**config.mk**
```make
export PLATFORM = sky130hd
export DESIGN_NAME = button_conditioner
export DESIGN_NICKNAME = d
export VERILOG_FILES = /design/src/rtl/btn_pkg.sv /design/src/rtl/button_channel.sv /design/src/rtl/button_conditioner.sv
export SDC_FILE = /design/constraint.sdc
export NUM_CORES = 1
export LEC_CHECK = 0
export BUFFER_PORTS_ARGS = -buffer_cell sky130_fd_sc_hd__buf_2
export CORE_MARGIN = 1
export CORE_UTILIZATION = 55
export CTS_CLUSTER_DIAMETER = 100
export CTS_CLUSTER_SIZE = 12
export DETAILED_ROUTE_END_ITERATION = 8
export GPL_ROUTABILITY_DRIVEN = 1
export PLACE_DENSITY = 0.79
export SLEW_MARGIN = 0
export SYNTH_ARGS = -nofsm -noshare
export SYNTH_HDL_FRONTEND = slang
export SYNTH_SLANG_ARGS = --single-unit
```
**constraint.sdc**
```tcl
create_clock -name clk -period 3.1 [get_ports clk]
set_clock_uncertainty 0.1 [all_clocks]
set_input_delay 0.155 -clock clk [delete_from_list [all_inputs] [get_ports clk]]
set_output_delay 0.155 -clock clk [all_outputs]
set_load 0.05 [all_outputs]
```
**src/rtl/btn_pkg.sv**
```systemverilog
// Shared constants for the button conditioner: board-clock defaults and the
// counter-width helper. Long-press logic is enabled with `BTN_LONG_PRESS_EN.
package btn_pkg;

  // Defaults for a 125 MHz board clock: 10 ms debounce, 1 s long press.
  localparam int DEBOUNCE_CYCLES_125M = 1250000;
  localparam int LONG_CYCLES_125M     = 125000000;

  // One counter width wide enough for both the debounce and hold counts.
  function automatic int cnt_w(input int deb, input int lng);
    int m;
    m = (deb > lng) ? deb : lng;
    return $clog2(m + 1);
  endfunction

endpackage

```
**src/rtl/button_channel.sv**
```systemverilog
// One button channel: 2-flop synchroniser, debounce counter, press/release
// strobes and, with `BTN_LONG_PRESS_EN defined, a saturating hold counter
// driving the long-press strobe. Without the macro long_o is tied low.
module button_channel
  import btn_pkg::*;
#(
  parameter int DEBOUNCE_CYCLES = DEBOUNCE_CYCLES_125M,
  parameter int LONG_CYCLES     = LONG_CYCLES_125M,
  parameter int CNT_W           = cnt_w(DEBOUNCE_CYCLES_125M, LONG_CYCLES_125M)
) (
  input  logic clk,
  input  logic rst_n,
  input  logic btn_raw_i,
  output logic level_o,
  output logic press_o,
  output logic release_o,
  output logic long_o
);

  logic             meta_q, sync_q;
  logic             level_q, level_d;
  logic [CNT_W-1:0] db_cnt_q, db_cnt_d;
  logic             press_q, press_d, rel_q, rel_d;

  // Synchroniser: nothing between the two flops.
  always_ff @(posedge clk or negedge rst_n) begin
    if (!rst_n) begin
      meta_q <= 1'b0;
      sync_q <= 1'b0;
    end else begin
      meta_q <= btn_raw_i;
      sync_q <= meta_q;
    end
  end

  // Debounce: count while sync disagrees with the level; accept on the last count.
  always_comb begin
    level_d  = level_q;
    db_cnt_d = '0;
    press_d  = 1'b0;
    rel_d    = 1'b0;
    if (sync_q != level_q) begin
      if (db_cnt_q == CNT_W'(DEBOUNCE_CYCLES - 1)) begin
        level_d = sync_q;
        press_d = sync_q;
        rel_d   = ~sync_q;
      end else begin
        db_cnt_d = db_cnt_q + 1'b1;
      end
    end
  end

  // Debounce state and strobes; strobes coincide with the first new-level cycle.
  always_ff @(posedge clk or negedge rst_n) begin
    if (!rst_n) begin
      level_q  <= 1'b0;
      db_cnt_q <= '0;
      press_q  <= 1'b0;
      rel_q    <= 1'b0;
    end else begin
      level_q  <= level_d;
      db_cnt_q <= db_cnt_d;
      press_q  <= press_d;
      rel_q    <= rel_d;
    end
  end

  assign level_o   = level_q;
  assign press_o   = press_q;
  assign release_o = rel_q;

`ifdef BTN_LONG_PRESS_EN
  logic [CNT_W-1:0] hold_q, hold_d;
  logic             long_q, long_d;

  // Hold counter: clears while released, saturates at LONG_CYCLES; strobe on arrival.
  always_comb begin
    hold_d = '0;
    long_d = 1'b0;
    if (level_q) begin
      if (hold_q != CNT_W'(LONG_CYCLES)) begin
        hold_d = hold_q + 1'b1;
        long_d = (hold_q == CNT_W'(LONG_CYCLES - 1));
      end else begin
        hold_d = hold_q;
      end
    end
  end

  // Hold counter and long-press strobe registers.
  always_ff @(posedge clk or negedge rst_n) begin
    if (!rst_n) begin
      hold_q <= '0;
      long_q <= 1'b0;
    end else begin
      hold_q <= hold_d;
      long_q <= long_d;
    end
  end

  assign long_o = long_q;
`else
  assign long_o = 1'b0;
`endif

endmodule

```
**src/rtl/button_conditioner.sv**
```systemverilog
// Conditions N_BTN raw asynchronous buttons into debounced levels and
// single-cycle press/release/long-press strobes, one independent channel per
// button. Long press is present only with `BTN_LONG_PRESS_EN defined.
module button_conditioner
  import btn_pkg::*;
#(
  parameter int N_BTN           = 4,
  parameter int DEBOUNCE_CYCLES = DEBOUNCE_CYCLES_125M,
  parameter int LONG_CYCLES     = LONG_CYCLES_125M
) (
  input  logic             clk,
  input  logic             rst_n,
  input  logic [N_BTN-1:0] btn_raw,
  output logic [N_BTN-1:0] btn_level,
  output logic [N_BTN-1:0] press_pulse,
  output logic [N_BTN-1:0] release_pulse,
  output logic [N_BTN-1:0] long_pulse
);

  localparam int CNT_W = cnt_w(DEBOUNCE_CYCLES, LONG_CYCLES);

  for (genvar g = 0; g < N_BTN; g++) begin : g_ch
    button_channel #(
      .DEBOUNCE_CYCLES (DEBOUNCE_CYCLES),
      .LONG_CYCLES     (LONG_CYCLES),
      .CNT_W           (CNT_W)
    ) u_ch (
      .clk       (clk),
      .rst_n     (rst_n),
      .btn_raw_i (btn_raw[g]),
      .level_o   (btn_level[g]),
      .press_o   (press_pulse[g]),
      .release_o (release_pulse[g]),
      .long_o    (long_pulse[g])
    );
  end

endmodule

```
# --- Yosys cells after proc, flatten, opt, wreduce, memory -nomap -nowiden ---
# Index checks and enable logic that the tools add are counted.
classes:
  addsub: 4
  eq_ne: 8
  muxes: 24
  bitwise_logic: 4
  reduce_logical: 4
ops:
  columns: ["operator", "n"]
  rows:
  - ["$mux W27", 8]
  - ["$add A27 B1 Y27 const B", 4]
  - ["$eq A27 B21 Y1 const B", 4]
  - ["$mux W1", 16]
  - ["$reduce_and A2 Y1", 4]
  - ["$ne A1 B1 Y1", 4]
  - ["$not A1 Y1", 4]
word_totals:
  ff_bits: 128
  input_bits: 6
  out_inout_bits: 16
  wordCells: 68

# --- Logic depth before layout (Yosys ltp) ---
# Gate-level depths: netlist (run 1).
depth:
  word_depth: 3
  depth_mapped: 7
  mapped_depth_nobuf: 5

# --- Cells and area by module ---
# From an unflattened synthesis (run 1), not the netlist that was laid out.
hier_totals:
  hier_cells: 620
  area_unflattened_um2: 6271.0
by_module_without_submodules:
  columns: ["mod", "n_inst", "cells_each", "area_each_um2", "seq_area_each_um2"]
  rows:
  - ["button_channel", 4, 155, 1567.8, 800.8]

# --- Worst setup path after synthesis (run 1) ---
# OpenSTA, ideal clock, no wires.
synth_path:
  kind: "reg2reg"
  start: "register g_ch[0].u_ch.db_cnt_q[21]"
  end: "register g_ch[0].u_ch.level_q"
  setup_ns: 0.125
  t_arrival_ns: 2.102
  required_time_ns: 2.875
  setup_slack_ns: 0.773
  stages_incl_launch_ff: 5
  path_buffers: 0
  period_less_slack_ns: 2.327
  cell_sequence: "dfrtp_1 > or4b_1 > or4_4 > or3_4 > mux2_4"
synth_between:
  elab_chain_len: 2
synth_rtl:
  columns: ["item", "line", "source"]
  rows:
  - ["start, declared", "button_channel.sv:22", "logic [CNT_W-1:0] db_cnt_q, db_cnt_d;"]
  - ["start signal, assigned", "button_channel.sv:62", "db_cnt_q <= db_cnt_d;"]
  - ["$eq A27 B21 Y1", "button_channel.sv:43", "if (db_cnt_q == CNT_W'(DEBOUNCE_CYCLES - 1)) begin"]
  - ["$reduce_and A2 Y1 (no line)", null, null]
  - ["end signal, assigned", "button_channel.sv:61", "level_q <= level_d;"]
  - ["end, declared", "button_channel.sv:21", "logic level_q, level_d;"]
# Every way passes these cells.
# A chain may end at the register's enable or synchronous reset.

# --- Worst setup path after layout (run 1) ---
layout_path:
  start: "register g_ch[1].u_ch.db_cnt_q[0]"
  end: "register g_ch[1].u_ch.db_cnt_q[20]"
layout_between:
  elab_chain_len: 3
  elab_cells_between_ends: 4
  classes_between: "1 x add/sub; 1 x eq/ne; 2 x mux"
layout_rtl:
  columns: ["item", "line", "source"]
  rows:
  - ["start, declared", "button_channel.sv:22", null]
  - ["start signal, assigned", "button_channel.sv:62", null]
  - ["$add A27 B1 Y27 / $eq A27 B21 Y1 (equally long branches)", "button_channel.sv:48, button_channel.sv:43", null]
  - ["$mux W27 (*)", "button_channel.sv:43", null]
  - ["$mux W27 (*)", "button_channel.sv:42", "if (sync_q != level_q) begin"]
  - ["net g_ch[1].u_ch.db_cnt_d[20]", "button_channel.sv:22", null]
# The timed path passes the listed nets; every way through them passes the cells marked *.

==> results of run 1 <==
==> per-layer routing <==
metal	up-vias	track usage [%]	part of all wire, %	wire length [um]
met4	0	7.43	0.93	116
met3	12	7.29	3.7	454
li1	2367	-	-	-
met5	-	0	0	0
met1	2423	28.8	46	5670
met2	79	37.4	50	6190
==> worst paths after layout <==
| kind | slack (ns) | end | start | cells after the start |
|---|---|---|---|---|
| max | 0.61 | g_ch[1].u_ch.db_cnt_q[20]$_DFF_PN0_ | g_ch[1].u_ch.db_cnt_q[0]$_DFF_PN0_ | 5 |
| min | 0.25 | g_ch[3].u_ch.sync_q$_DFF_PN0_ | g_ch[3].u_ch.meta_q$_DFF_PN0_ | 0 |
| max reg2reg | 0.61 | g_ch[1].u_ch.db_cnt_q[20]$_DFF_PN0_ | g_ch[1].u_ch.db_cnt_q[0]$_DFF_PN0_ | 5 |
| min reg2reg | 0.25 | g_ch[3].u_ch.sync_q$_DFF_PN0_ | g_ch[3].u_ch.meta_q$_DFF_PN0_ | 0 |
| max in group asynchronous | 1.76 | g_ch[0].u_ch.db_cnt_q[19]$_DFF_PN0_ | rst_n | 3 |
| min in group asynchronous | 0.30 | g_ch[3].u_ch.db_cnt_q[9]$_DFF_PN0_ | rst_n | 2 |
==> layout by cell type, fill, tap and decap left out, drive strengths merged, types with 14 or more instances in the layout <==
cell,instances
o21ai,34
buf,25
xor2,30
clkbuf,25
xnor2,27
or3,33
nand3,37
dfrtp,128
and3,17
nor2,64
nand4,32
or4,20
nor4,15
nand2,37
o31ai,14
a21oi,46
==> cell usage after synthesis <==
cell type and instances:
o21ai_0 32, a31o_2 1, nand2_1 37, o31ai_4 1, and4_2 1, nor4_1 15, buf_2 5, nand4b_1 1
or4_4 1, or2_2 2, nor3b_1 10, or4_1 19, mux2_2 3, a21oi_1 46, o31ai_1 13, or3_2 1
nor4b_1 4, o21ba_2 1, and3_1 16, nand4bb_1 2, xor2_1 30, buf_4 16, or3b_2 1, nor2b_1 1
nor4bb_1 2, ha_1 4, xnor2_1 27, and3_2 1, nand4_1 32, inv_1 8, conb_1 1, or3_4 1
o41ai_1 1, or3_1 31, mux2_4 1, and4_1 11, or4b_1 3, and2_1 7, nor2_1 64, nand3_1 37
clkbuf_1 20, o31a_1 1, o21ai_1 2, dfrtp_1 128, nor3_1 8
==> sequential cells by signal, summed over array words and instances (netlist names) <==
name                 flops
g_ch.u_ch.db_cnt_q     108
g_ch.u_ch.level_o        4
g_ch.u_ch.meta_q         4
g_ch.u_ch.press_o        4
g_ch.u_ch.release_o      4
g_ch.u_ch.sync_q         4
==> stage by stage <==
stage,instances,utilization [%],area (um2)
after floorplan,652,-,6360
after global placement,776,58.6,6470
after detailed placement,776,58.6,6470
after CTS,812,64.4,7110
after global routing,812,64.4,7110
final,812,64.4,7110
==> cell type report <==
type	instances	area, um2	area share [%]
Timing Repair Buffer	30	198	2.78
Inverter	8	30.0	0.423
Sequential cell	128	3200	45.1
Multi-Input combinational cell	475	2910	41.0
Clock buffer	25	485	6.83
Tap cell	140	175	2.46
Clock inverter	6	105	1.48
==> report_power, final <==
part           internal, mW  switching (mW)
clock                  1.32           0.662
sequential             1.69          0.0179
combinational        0.0301          0.0792
==> worst reg2reg max path, cell delays in order (launching register included) <==
cell	delay, ns
dfrtp_1	0.41
ha_1	0.22
and4_1	0.29
or4b_1	0.67
or4_1	0.54
a21oi_1	0.17
==> kinds of logic after synthesis <==
kind of cell,count (synthesis)
other,1
muxes,4
AOI/OAI and AO/OA,98
buffers and inverters,49
xor gates and xnor gates,57
DFF,128
adders and majority gates,4
and+or+nand+nor,308
==> what timing repair did <==
item | in CTS | in global routing
hold buffers | 5 | 0
setup buffers | 0 | 0
hold endpoints to repair | 72 | 0
==> results.md, run 1 <==
* PwrDens at 535 mW/mm2
* Startpoint class of the critical path: flop
* Clock Latency Late Sink at 0.42 ns
* CP required at 3.33 ns
* DR vias at a little under 5,000
* First DRT Iteration DRCs at 328
* Final hold slack at 0.249 ns
* Hold Fails Final Rpt at 0
* Final min period at 2.49 ns
* Critical path fanouts, max at 13
* Post-Route WL at 12.4 mm
* PortBufs at 17
* Root buffer cell: clkbuf_16
* WL per Instance at 15.3 um
* Cell area after synthesis at 0.00635 mm2
* Die area at between 0.01 and 0.015 mm2
* Synth Area in Compound Gates at between 8 and 9%
* Avg Inst Size Synth at 9.79 um2
* Largest family of logic cells by synthesized area: simple AND/OR/NAND/NOR gates
* Antenna violations before repair at 0
* Fin nets at 670
* Tot Pwr at 3.80 mW
* First-pass GRT wire length at 21.0 mm
* Yosys Warn Count at 0
* Antenna Diode Count at 0
* Post-Synth Adder-Cell Area at 0.788%
* Yosys top cell by area: dfrtp_1
* VDD IR max at just over 0.0008 V
* CP max stage cell: or4b_1
* Die height at ~110 um
* Simple-Gate Fraction of Synth Area at 27.4%
* Crit-path cells: ha_1, and4_1, or4b_1, or4_1, a21oi_1
* Seq/Total Area, Yosys at 50.4%
* Worst-margin pin slew at 0.863 ns
* Setup TNS at 0 ns
* Total iterations of the first detailed-routing run at 4
* Max Cap Violations at 0
* CTS sink cnt at 128
* # H-tree levels at 4
* Fillers at 886
* Number of routed nets with antenna violations at 0
* Data arrival, critical path at 2.72 ns
* Synth Area in XOR/XNOR at 7.86%
* Pre-CTS WS at 0.640 ns
* Largest net degree at the start of global routing at 72
* Leak at 2.89 nW
* IO Pins at 22
* Post-DR vias/cell at approximately 6.0
* RSZ-0062 raised after global routing: no
* CTS clk-pin slew, worst paths at 0.05 ns
* Setup ws final at between 0.6 and 0.7 ns
* CTS Buffer Depth at 2
* Crit path max-delay family: simple AND/OR/NAND/NOR gates
* Post-synthesis cell type count at 45
* Crit path capture type: flop
* GRT Total Usage at a little under a quarter
* Drc violations at 0
* Worst relative slew slack at 42.5%
* Register bit count reported by yosys at 128
* Gate Count Post-Synth at 649
* GRT overflow at 0
* CTS Buf Count at 17
* Tightest Hold Check Type: flop to flop
* Rows at 38
* Vias in the first global route at around 4,600
* Yosys top cell area share at 50.4%
* Final setup fails at 0
* Leading post-synthesis cells by cell area: dfrtp_1 50%, xor2_1 4.1%, nor2_1 3.8%, xnor2_1 3.7%, a21oi_1 3.6%
* PostCTS Resize Cnt at 0
* Starting Density at 57.6%
* Area growth syn-to-layout at 11.9%
* Layout cell share with drive strength beyond 1 at 9.82%
* CTS tree: yes
* Worst stage delay on the critical path at 0.67 ns
* Core Region at 0.0110 mm2
* Setup Crit Path Kind: flop to flop
* Fmax at 0.401 GHz
* GPL Wtd Cong at about 0.9
* Status: complete, no violations
* Chip width at 109 um
* Detail Placement HPWL at 8.27 mm
* Worst Path Buf+Inv at 0
* Mux cell area share after synthesis at 0.768%
* Crit share post-route at between 80% and 90%
* Slew Limit Fails at 0
Note: power is estimated with default switching activity, not from simulation.
==> run 2, diff against run 1 <==
--- a/config.mk
+++ b/config.mk
@@ -12,7 +12,7 @@
 export CTS_CLUSTER_SIZE = 12
 export DETAILED_ROUTE_END_ITERATION = 8
 export GPL_ROUTABILITY_DRIVEN = 1
-export PLACE_DENSITY = 0.79
+export PLACE_DENSITY = 0.82
 export SLEW_MARGIN = 0
 export SYNTH_ARGS = -nofsm -noshare
 export SYNTH_HDL_FRONTEND = slang
==> constraint.sdc (replaced) <==
create_clock -name clk -period 2.1 [get_ports clk]
set_clock_uncertainty 0.1 [all_clocks]
set_input_delay 0.105 -clock clk [delete_from_list [all_inputs] [get_ports clk]]
set_output_delay 0.105 -clock clk [all_outputs]
set_load 0.05 [all_outputs]
==> results.md, run 2 (same netlist as run 1, synthesis figures left out) <==
* Fmax at 0.444 GHz (+11%)
* Total iterations of the first detailed-routing run at 5 (+1)
* Area growth syn-to-layout at 23.2%
* Drc violations at 0 (unchanged)
* RR Endpoint: g_ch[0].u_ch.level_o$_DFFE_PN0P_
* Max FFs per register at 108 (unchanged)
* DP Area at 0.00685 mm2 (+6.0%)
* CTS tree: yes
* Flop2flop setup slack at -0.15 ns (-0.76 ns)
* First DRT Iteration DRCs at 397 (+21%)
* Fin nets at 724 (+8.1%)
* Worst-margin pin slew at 0.701 ns (-0.162 ns)
* Met1 wire length at 6.04 mm (+6.5%)
* Setup ws final at -0.152 ns (-0.760 ns)
* Detail Placement HPWL at 8.75 mm (+5.8%)
* # H-tree levels at 4 (unchanged)
* Worst Setup EP: g_ch[0].u_ch.level_o$_DFFE_PN0P_
* Data arrival, critical path at 2.45 ns (-0.27 ns)
* IO Pins at 22 (unchanged)
* Crit path launch: g_ch[0].u_ch.db_cnt_q[19]$_DFF_PN0_
* PortBufs at 17 (unchanged)
* Met3 wire length at 645 um (+42%)
* Post-Route WL at 14.6 mm (+18%)
* PwrDens at 730 mW/mm2 (+37%)
* Max Cap Violations at 0 (unchanged)
* RSZ-0062 raised after global routing: yes
* GRT Total Usage at 26.7% (+3.8 points)
* WL per Instance at 16.9 um (+10%)
* Core Region at 0.0110 mm2 (unchanged)
* First-pass GRT wire length at 24.5 mm (+16%)
* Crit path capture type: flop
* Setup Crit Path Kind: flop to flop
* Most frequent cells in the layout: 128 x dfrtp_1, 52 x buf_4, 51 x nor2_1
* Final min period at 2.25 ns (-0.240 ns)
* Status: complete, but fails checks
* Critical path fanouts, max at 4 (-9)
* Reg2Reg Depth at 4 (-1)
* Failing checks: negative setup slack
* Final setup fails at 26 (+26)
* Number of routed nets with antenna violations at 0 (unchanged)
* Starting Density at 57.6% (unchanged)
* Startpoint class of the critical path: flop
* Commonest non-fill, non-tap cell in the layout: dfrtp_1
* Crit-path cells: or4b_4, or4_4, or3_4, mux2_4
* Post-DR vias/cell at 6.14 (+2.2%)
* DR vias at 5,327 (+9.1%)
* Worst stage delay on the critical path at 0.53 ns (-0.14 ns)
* Register bank with the most flops: g_ch.u_ch.db_cnt_q
* Design area at 0.00783 mm2 (+10%)
* Worst relative slew slack at 53.2% (+11 points)
* Crit share post-route at 107% (+27 points)
* Antenna Diode Count at 0 (unchanged)
* VDD IR max at 0.000921 V (+12%)
* Antenna violations before repair at 0 (unchanged)
* Chip width at 109 um (unchanged)
* CTS Buf Count at 17 (unchanged)
* Hold Fails Final Rpt at 0 (unchanged)
* GRT overflow at 0 (unchanged)
* Final core occ at 71.0% (+6.5 points)
* Slew Limit Fails at 0 (unchanged)
* CP max stage cell: or4b_4
* CTS clk-pin slew, worst paths at 0.05 ns (about the same)
* Rows at 38 (unchanged)
* Die area at 0.0120 mm2 (unchanged)
* Vias in the first global route at 5,234 (+14%)
* Layout cell share with drive strength beyond 1 at 23.9% (+14 points)
* CP required at 2.30 ns (-1.03 ns)
* WL met2 at 7.52 mm (+22%)
* Worst reg2reg startpoint: g_ch[0].u_ch.db_cnt_q[19]$_DFF_PN0_
* Die height at 109 um (unchanged)
* Largest net degree at the start of global routing at 129 (+79%)
* GPL Wtd Cong at 0.894 (-0.81%)
* CTS sink cnt at 128 (unchanged)
* Root buffer cell: clkbuf_16
* CTS Buffer Depth at 2 (unchanged)
* Tightest Hold Check Type: input port to asynchronous set/reset pin
* Max Used Layer: met4
* Final hold slack at 0.188 ns (-0.0613 ns)
* Clock Latency Late Sink at 0.42 ns (about the same)
* Leak at 3.19 nW (+10%)
run 2: cell types whose count changed in the layout (fill, tap and decap cells not counted), sizes merged:
cell      delta
clkinv       +3
buf         +53
clkinvlp     +1
or4b         +1
clkbuf       -3
run 2: area by class of cell:
class / instances / area (um2)
fill: 762 / 3200
sequential: 128 / 3200
multi-input combinational: 476 / 3140
timing repair buffer: 83 / 676
clock buffer: 22 / 464
tap: 140 / 175
clock inverter: 10 / 135
inverter: 8 / 30.0
run 2: metal layers:
layer	global-route usage (%)	up-vias
met3	7.65	49
li1	-	2485
met5	0	-
met1	32.9	2622
met2	43.4	171
met4	12.4	0
run 2: how the worst min path moves through the flow:
stage                                              end
floorplan           g_ch[0].u_ch.db_cnt_q[0]$_DFF_PN0_
CTS                      g_ch[2].u_ch.meta_q$_DFF_PN0_
global placement         g_ch[1].u_ch.meta_q$_DFF_PN0_
finish              g_ch[3].u_ch.db_cnt_q[6]$_DFF_PN0_
global route             g_ch[2].u_ch.meta_q$_DFF_PN0_
detailed placement       g_ch[1].u_ch.meta_q$_DFF_PN0_
run 2: through the flow:
stage / cells / TNS (ns) / setup slack (ns) / total power [mW]
floorplan: 652 / -1.03 / -0.104 / 2.65
global placement: 818 / -0.129 / -0.107 / 2.74
detailed placement: 818 / -1.13 / -0.135 / 2.75
CTS: 863 / -1.43 / -0.145 / 5.75
global route: 867 / -2.78 / -0.214 / 5.93
finish: 867 / -1.10 / -0.152 / 5.71
run 2: what timing repair did:
| item | 4_1_cts | 5_1_grt |
|---|---|---|
| setup buffers | 6 | 4 |
| pin swaps | 4 | 16 |
| gates cloned | 2 | 1 |
| hold buffers | 5 | 0 |
| gates resized for setup | 22 | 42 |
| endpoints found under the hold margin | 132 | 0 |
| endpoints found under the setup margin | 33 | 73 |
run 2: worst max-delay path: cells and delay by family (launching register included):
| family | cells | cell delay [ns] |
|---|---|---|
| flops | 1 | 0.38 |
| mux | 1 | 0.31 |
| simple gates | 3 | 1.35 |
run 2: report_power, final:
group          switching [mW]  total (mW)  internal, mW
Clock                    1.05        2.97          1.92
Combinational           0.144       0.227        0.0826
Sequential             0.0233        2.52          2.50
